$ cat src/rtl/instruction_fetch_pkg.sv
// Shared definitions for the instruction fetch stage: widths, the NOP
// word, the fetch FSM encoding and the default reset PC.
package instruction_fetch_pkg;

    localparam int          INSTR_W          = 32;
    localparam logic [31:0] NOP              = 32'h0000_0000;
    localparam logic [31:0] DEFAULT_RESET_PC = 32'h0000_0000;

    // FETCH: a request is on the bus. HOLD: one fetched word is parked
    // in the hold buffer waiting for decode to drop its stall.
    typedef enum logic {
        FETCH = 1'b0,
        HOLD  = 1'b1
    } fetch_state_t;

    // Instruction addresses are word aligned; the low two bits of any
    // incoming redirect are discarded.
    function automatic logic [31:0] word_align(input logic [31:0] addr);
        return addr & 32'hFFFF_FFFC;
    endfunction

endpackage

$ cat src/rtl/if_id_register.sv
// IF/ID pipeline register. Holds the instruction, its PC+4 and a valid
// flag. Flush inserts a bubble (NOP, invalid) while keeping PC+4; load
// captures a new word; otherwise the contents are held.
module if_id_register
    import instruction_fetch_pkg::*;
(
    input  logic               clk,
    input  logic               rst_n,
    input  logic               load,
    input  logic               flush,
    input  logic [INSTR_W-1:0] load_instr,
    input  logic [31:0]        load_pcplus4,
    output logic [INSTR_W-1:0] instr,
    output logic [31:0]        pcplus4,
    output logic               valid
);

    // Pipeline register with synchronous reset; flush wins over load.
    always_ff @(posedge clk) begin
        // NOTE: non-blocking assignments so every register samples the
        // pre-edge values, independent of statement order.
        if (!rst_n) begin
            instr   <= NOP;
            pcplus4 <= 32'h0;
            valid   <= 1'b0;
        end else if (flush) begin
            instr   <= NOP;
            valid   <= 1'b0;
        end else if (load) begin
            instr   <= load_instr;
            pcplus4 <= load_pcplus4;
            valid   <= 1'b1;
        end
    end

endmodule

$ cat src/rtl/instruction_fetch.sv
// Instruction fetch stage. Owns the PC and the fetch FSM, issues word
// requests to instruction memory, parks one word in a hold buffer while
// decode stalls, and squashes in-flight work on a redirect.
module instruction_fetch
    import instruction_fetch_pkg::*;
#(
    parameter logic [31:0] RESET_PC = DEFAULT_RESET_PC
) (
    input  logic               Clk,
    input  logic               Rst,
    input  logic               Stall,
    input  logic               PCSrc,
    input  logic [31:0]        BranchTarget,
    output logic               ImemReq,
    output logic [31:0]        ImemAddr,
    input  logic               ImemReady,
    input  logic [INSTR_W-1:0] ImemData,
    output logic [INSTR_W-1:0] Instruction,
    output logic [31:0]        PCPlus4,
    output logic               InstrValid
);

    fetch_state_t       state, state_next;
    logic [31:0]        pc, pc_next, pc_plus4;
    logic [INSTR_W-1:0] hold_instr;
    logic [31:0]        hold_pcplus4;
    logic               hold_load, hold_clear;
    logic               accept;
    logic               ifid_load, ifid_flush;
    logic [INSTR_W-1:0] ifid_instr;
    logic [31:0]        ifid_pcplus4;

    assign pc_plus4 = pc + 32'd4;
    assign ImemAddr = pc;
    // No request leaves the stage while reset is held.
    assign ImemReq  = Rst && (state == FETCH);
    // A redirect drops whatever memory returns in the same cycle.
    assign accept   = (state == FETCH) && ImemReady && !PCSrc;

    // Next-state, next-PC and IF/ID / hold-buffer controls.
    always_comb begin
        // NOTE: every output gets a default first so no path leaves a
        // signal unassigned and no latch is inferred.
        state_next   = state;
        pc_next      = pc;
        ifid_load    = 1'b0;
        ifid_flush   = 1'b0;
        ifid_instr   = ImemData;
        ifid_pcplus4 = pc_plus4;
        hold_load    = 1'b0;
        hold_clear   = 1'b0;

        if (PCSrc) begin
            pc_next    = word_align(BranchTarget);
            ifid_flush = 1'b1;
            hold_clear = 1'b1;
            state_next = FETCH;
        end else begin
            case (state)
                FETCH: begin
                    if (accept) begin
                        pc_next = pc_plus4;
                        if (Stall) begin
                            hold_load  = 1'b1;
                            state_next = HOLD;
                        end else begin
                            ifid_load = 1'b1;
                        end
                    end else if (!Stall) begin
                        ifid_flush = 1'b1;
                    end
                end
                HOLD: begin
                    if (!Stall) begin
                        ifid_load    = 1'b1;
                        ifid_instr   = hold_instr;
                        ifid_pcplus4 = hold_pcplus4;
                        state_next   = FETCH;
                    end
                end
                default: state_next = FETCH;
            endcase
        end
    end

    // FSM state, PC and hold buffer; reset overrides every other input.
    always_ff @(posedge Clk) begin
        // NOTE: the hold buffer is a single entry, not a memory array, so
        // it is reset along with the rest of the state.
        if (!Rst) begin
            state        <= FETCH;
            pc           <= RESET_PC;
            hold_instr   <= NOP;
            hold_pcplus4 <= 32'h0;
        end else begin
            state <= state_next;
            pc    <= pc_next;
            if (hold_clear) begin
                hold_instr   <= NOP;
                hold_pcplus4 <= 32'h0;
            end else if (hold_load) begin
                hold_instr   <= ImemData;
                hold_pcplus4 <= pc_plus4;
            end
        end
    end

    if_id_register u_if_id (
        .clk          (Clk),
        .rst_n        (Rst),
        .load         (ifid_load),
        .flush        (ifid_flush),
        .load_instr   (ifid_instr),
        .load_pcplus4 (ifid_pcplus4),
        .instr        (Instruction),
        .pcplus4      (PCPlus4),
        .valid        (InstrValid)
    );

endmodule

$ cat config.mk
export PLATFORM = sky130hd
export DESIGN_NAME = instruction_fetch
export DESIGN_NICKNAME = d
export VERILOG_FILES = /design/src/rtl/instruction_fetch_pkg.sv /design/src/rtl/if_id_register.sv /design/src/rtl/instruction_fetch.sv
export SDC_FILE = /design/constraint.sdc
export NUM_CORES = 1
export LEC_CHECK = 0
export BUFFER_PORTS_ARGS = -buffer_cell sky130_fd_sc_hd__buf_2
export CAP_MARGIN = 10
export CORE_ASPECT_RATIO = 1.25
export CORE_MARGIN = 2
export CORE_UTILIZATION = 58
export CTS_CLUSTER_DIAMETER = 100
export DETAILED_ROUTE_END_ITERATION = 6
export HOLD_SLACK_MARGIN = 0.03
export PLACE_DENSITY = 0.84
export SETUP_SLACK_MARGIN = 0.1
export SYNTH_ARGS = -nofsm -noshare
export SYNTH_HDL_FRONTEND = slang
export SYNTH_SLANG_ARGS = --single-unit
$ cat constraint.sdc
create_clock -name Clk -period 3.4 [get_ports Clk]
set_input_delay 0.68 -clock Clk [delete_from_list [all_inputs] [get_ports Clk]]
set_output_delay 0.68 -clock Clk [all_outputs]
set_load 0.005 [all_outputs]
==> results.json <==
{
  "synth_edf_count": 0,
  "p_total_uw": 4374,
  "fp-row-count": 44,
  "power.leakage_uw": 0.003472,
  "post_cts_buffers": 0,
  "grt_pass1_vias": 6004,
  "ys_top_cells_by_count": "dfxtp_1 (156), nand2_1 (95), a21oi_1 (86)",
  "rr_startpoint": "ImemAddr[2]",
  "numCtsBuffers": 17,
  "layout.area.seq_mm2": 0.003123,
  "r2r_cells": 6,
  "slew_violations": 0,
  "hold_end": "hold_instr[28]",
  "cts.sinks": 156,
  "fill_cells": 927,
  "ys.warnings.count": 0,
  "synthCells": 825,
  "htreeDepth": 4,
  "hold_depth": 2,
  "synth-xor-area-share": 0.05985,
  "cts_buffer_depth": 2,
  "grt_max_degree": 72,
  "grt_first_pass_wirelength_um": 28540,
  "skew_ns": 0.006867,
  "clk_latency_ns": 0.42,
  "synth_top_family_by_area": "compound AO/OA/AOI/OAI gates",
  "crit_arrival_ns": 2.88,
  "synthMuxAreaShare": 0.04803,
  "synthSimpleGateAreaFrac": 0.1856,
  "coreArea_mm2": 0.01162,
  "rrSetupSlack_ns": 0.79,
  "cts_tree": "done",
  "postCtsHoldBufs": 0,
  "multi_input_area_mm2": 0.003471,
  "status": "finished, final reports clean",
  "synth_seq_cells": 156,
  "clkTransAtPathRegs_ns": 0.06,
  "grt_overflow_total": 0,
  "place.gp.congestion": 0.8741,
  "vias_per_cell": 5.718,
  "drt.antenna.violating_nets": 0,
  "die_h_um": 125.8,
  "post-route-period-util": 0.7662,
  "io_buffers": 160,
  "max-slew-margin-rel": 0.3336,
  "ys_seq_area_frac": 0.4541,
  "setup-violations-final": 0,
  "yosys.area.top_type": "dfxtp_1",
  "ys_async_sr_fraction": 0,
  "critPathSlowestCell": "nor4_4",
  "hp-class": "reg -> reg",
  "drc": 0,
  "grt_setup_unrepaired": "false",
  "synth_fa_ha_area_frac": 0.001819,
  "syn2layout_area_growth_pct": 22.52,
  "fin_crit_ns": 2.605,
  "ir_worst_vdd_mv": 0.2916,
  "required_ns": 3.68,
  "worst_slew_pin_slew_ns": 0.9994,
  "synth_top_area_frac": 0.4541,
  "p_per_area_mw_per_mm2": 519.1,
  "drv_cap": 0,
  "totalWireLength_um": 17580,
  "post_cts_resized": 0,
  "track_usage": 0.2772,
  "critPathMaxFanout": 16,
  "min_from": "hold_instr[28]",
  "die_area_mm2": 0.01275,
  "start_util": 0.5921,
  "antenna_found_initial": 0,
  "wire_per_inst_um": 15.60,
  "final_nets": 1022,
  "io_pins": 167,
  "synthTopCellsByArea": "dfxtp_1 (45%), a21oi_1 (6.3%), nand2_1 (5.2%), mux2i_1 (4.8%), a211oi_1 (4.5%)",
  "dieWidth_um": 101.4,
  "hold_viol": 0,
  "drtPass1Iterations": 5,
  "end_kind": "flop",
  "ys_types": 46,
  "num_vias": 6444,
  "finalSetupTns_ns": 0,
  "slowest_delay_ns": 0.76,
  "crit_path_cell_trace": "ha_1, nand3_1, nor4_4, nand2_1, xnor2_1, o22ai_1",
  "synth-compound-area-share": 0.2019,
  "synth_area_per_cell_um2": 8.337,
  "max_clock_freq_mhz": 383.9,
  "worst_setup_path_start_kind": "flop",
  "synth_area_mm2": 0.006878,
  "root_buffer": "clkbuf_16",
  "drive_above_1_share": 0.2301,
  "ys.flop_type": "dfxtp_1",
  "hold_slack_ns": 0.4533,
  "drt_iter0_markers": 413,
  "path_class": "reg -> reg",
  "r2r_end": "u_if_id.pcplus4[20]",
  "synth_most_common_cell": "dfxtp_1",
  "dp_hpwl_um": 11630
}
==> registers in the layout, indices dropped and copies added, names as in the netlist <==
name / cells
ImemAddr: 30
hold_instr: 32
hold_pcplus4: 30
state: 1
u_if_id.instr: 32
u_if_id.pcplus4: 30
u_if_id.valid: 1
==> cells in the final DEF, fill, tap and decap left out, types with 25 or more instances in the layout <==
master    instances
o21ai_0          60
nand3_1          25
dfxtp_1         156
a211oi_1         41
xnor2_1          25
nand2_1          94
nor2_1           78
mux2i_1          33
a21oi_1          86
buf_2           160
==> power breakdown <==
| group | internal, µW | switching (µW) | total (µW) | leakage, µW |
|---|---|---|---|---|
| clock network | 1320 | 736 | 2060 | 0.000303 |
| registers | 1890 | 65.2 | 1950 | 0.00127 |
| logic | 150 | 216 | 367 | 0.00190 |
==> routing by layer <==
metal / routed length, µm / GRT usage / up-vias
met2: 8728 / 0.4753 / 257
li1: - / - / 3175
met5: 0 / 0 / -
met4: 333 / 0.09300 / 0
met1: 7512 / 0.3465 / 2983
met3: 1002 / 0.05272 / 29
==> logic make-up (layout without fill, tap and decap cells) <==
group                    after synthesis  after routing
flip-flops                           156            156
XOR/XNOR                              47             47
other                                  1              5
multiplexers                          33             33
AND/OR/NAND/NOR                      271            271
adder cells (fa/ha/maj)                1              1
AO/OA/AOI/OAI                        236            236
buffers and inverters                 80            217
==> metrics by stage <==
| stage | util | instances | instance area, µm² | setup WS (ns) |
|---|---|---|---|---|
| global placement | 0.6700 | 1094 | 7782 | 0.8947 |
| global route | 0.7252 | 1126 | 8424 | 0.7070 |
| floorplan | - | 828 | 6889 | 1.339 |
| CTS | 0.7252 | 1126 | 8424 | 0.9125 |
| detailed placement | 0.6700 | 1094 | 7782 | 0.8656 |
| finish | 0.7254 | 1127 | 8427 | 0.7949 |
==> worst max-delay path by stage <==
| stage | startpoint | endpoint | slack [ns] | cells after the start |
|---|---|---|---|---|
| 3_3_place_gp | ImemReady | u_if_id.pcplus4[31] | 0.89 | 6 |
| 4_1_cts | ImemAddr[2] | u_if_id.pcplus4[20] | 0.91 | 6 |
| 2_1_floorplan | Rst | ImemReq | 1.34 | 4 |
| 5_1_grt | ImemAddr[2] | u_if_id.pcplus4[22] | 0.71 | 6 |
| 6_report | ImemAddr[2] | u_if_id.pcplus4[20] | 0.79 | 6 |
| 3_5_place_dp | ImemReady | u_if_id.pcplus4[31] | 0.87 | 6 |
==> area by class of cell <==
class                      count  area share
timing repair buffer         178      0.1140
tap                          161     0.02390
antenna                        1   0.0002970
clock inverter                11     0.02272
multi-input combinational    592      0.4119
sequential                   156      0.3706
inverter                       7    0.003118
clock buffer                  21     0.05345
==> worst max-delay path, delay by kind of cell (launching register included) <==
kind	cells	cell delay, ns
AO/OA/AOI/OAI	1	0.14
adder cells (fa/ha/maj)	1	0.32
flip-flops	1	0.50
XOR/XNOR	1	0.30
AND/OR/NAND/NOR	3	1.19
No activity file was read; power rests on OpenSTA's default activity.
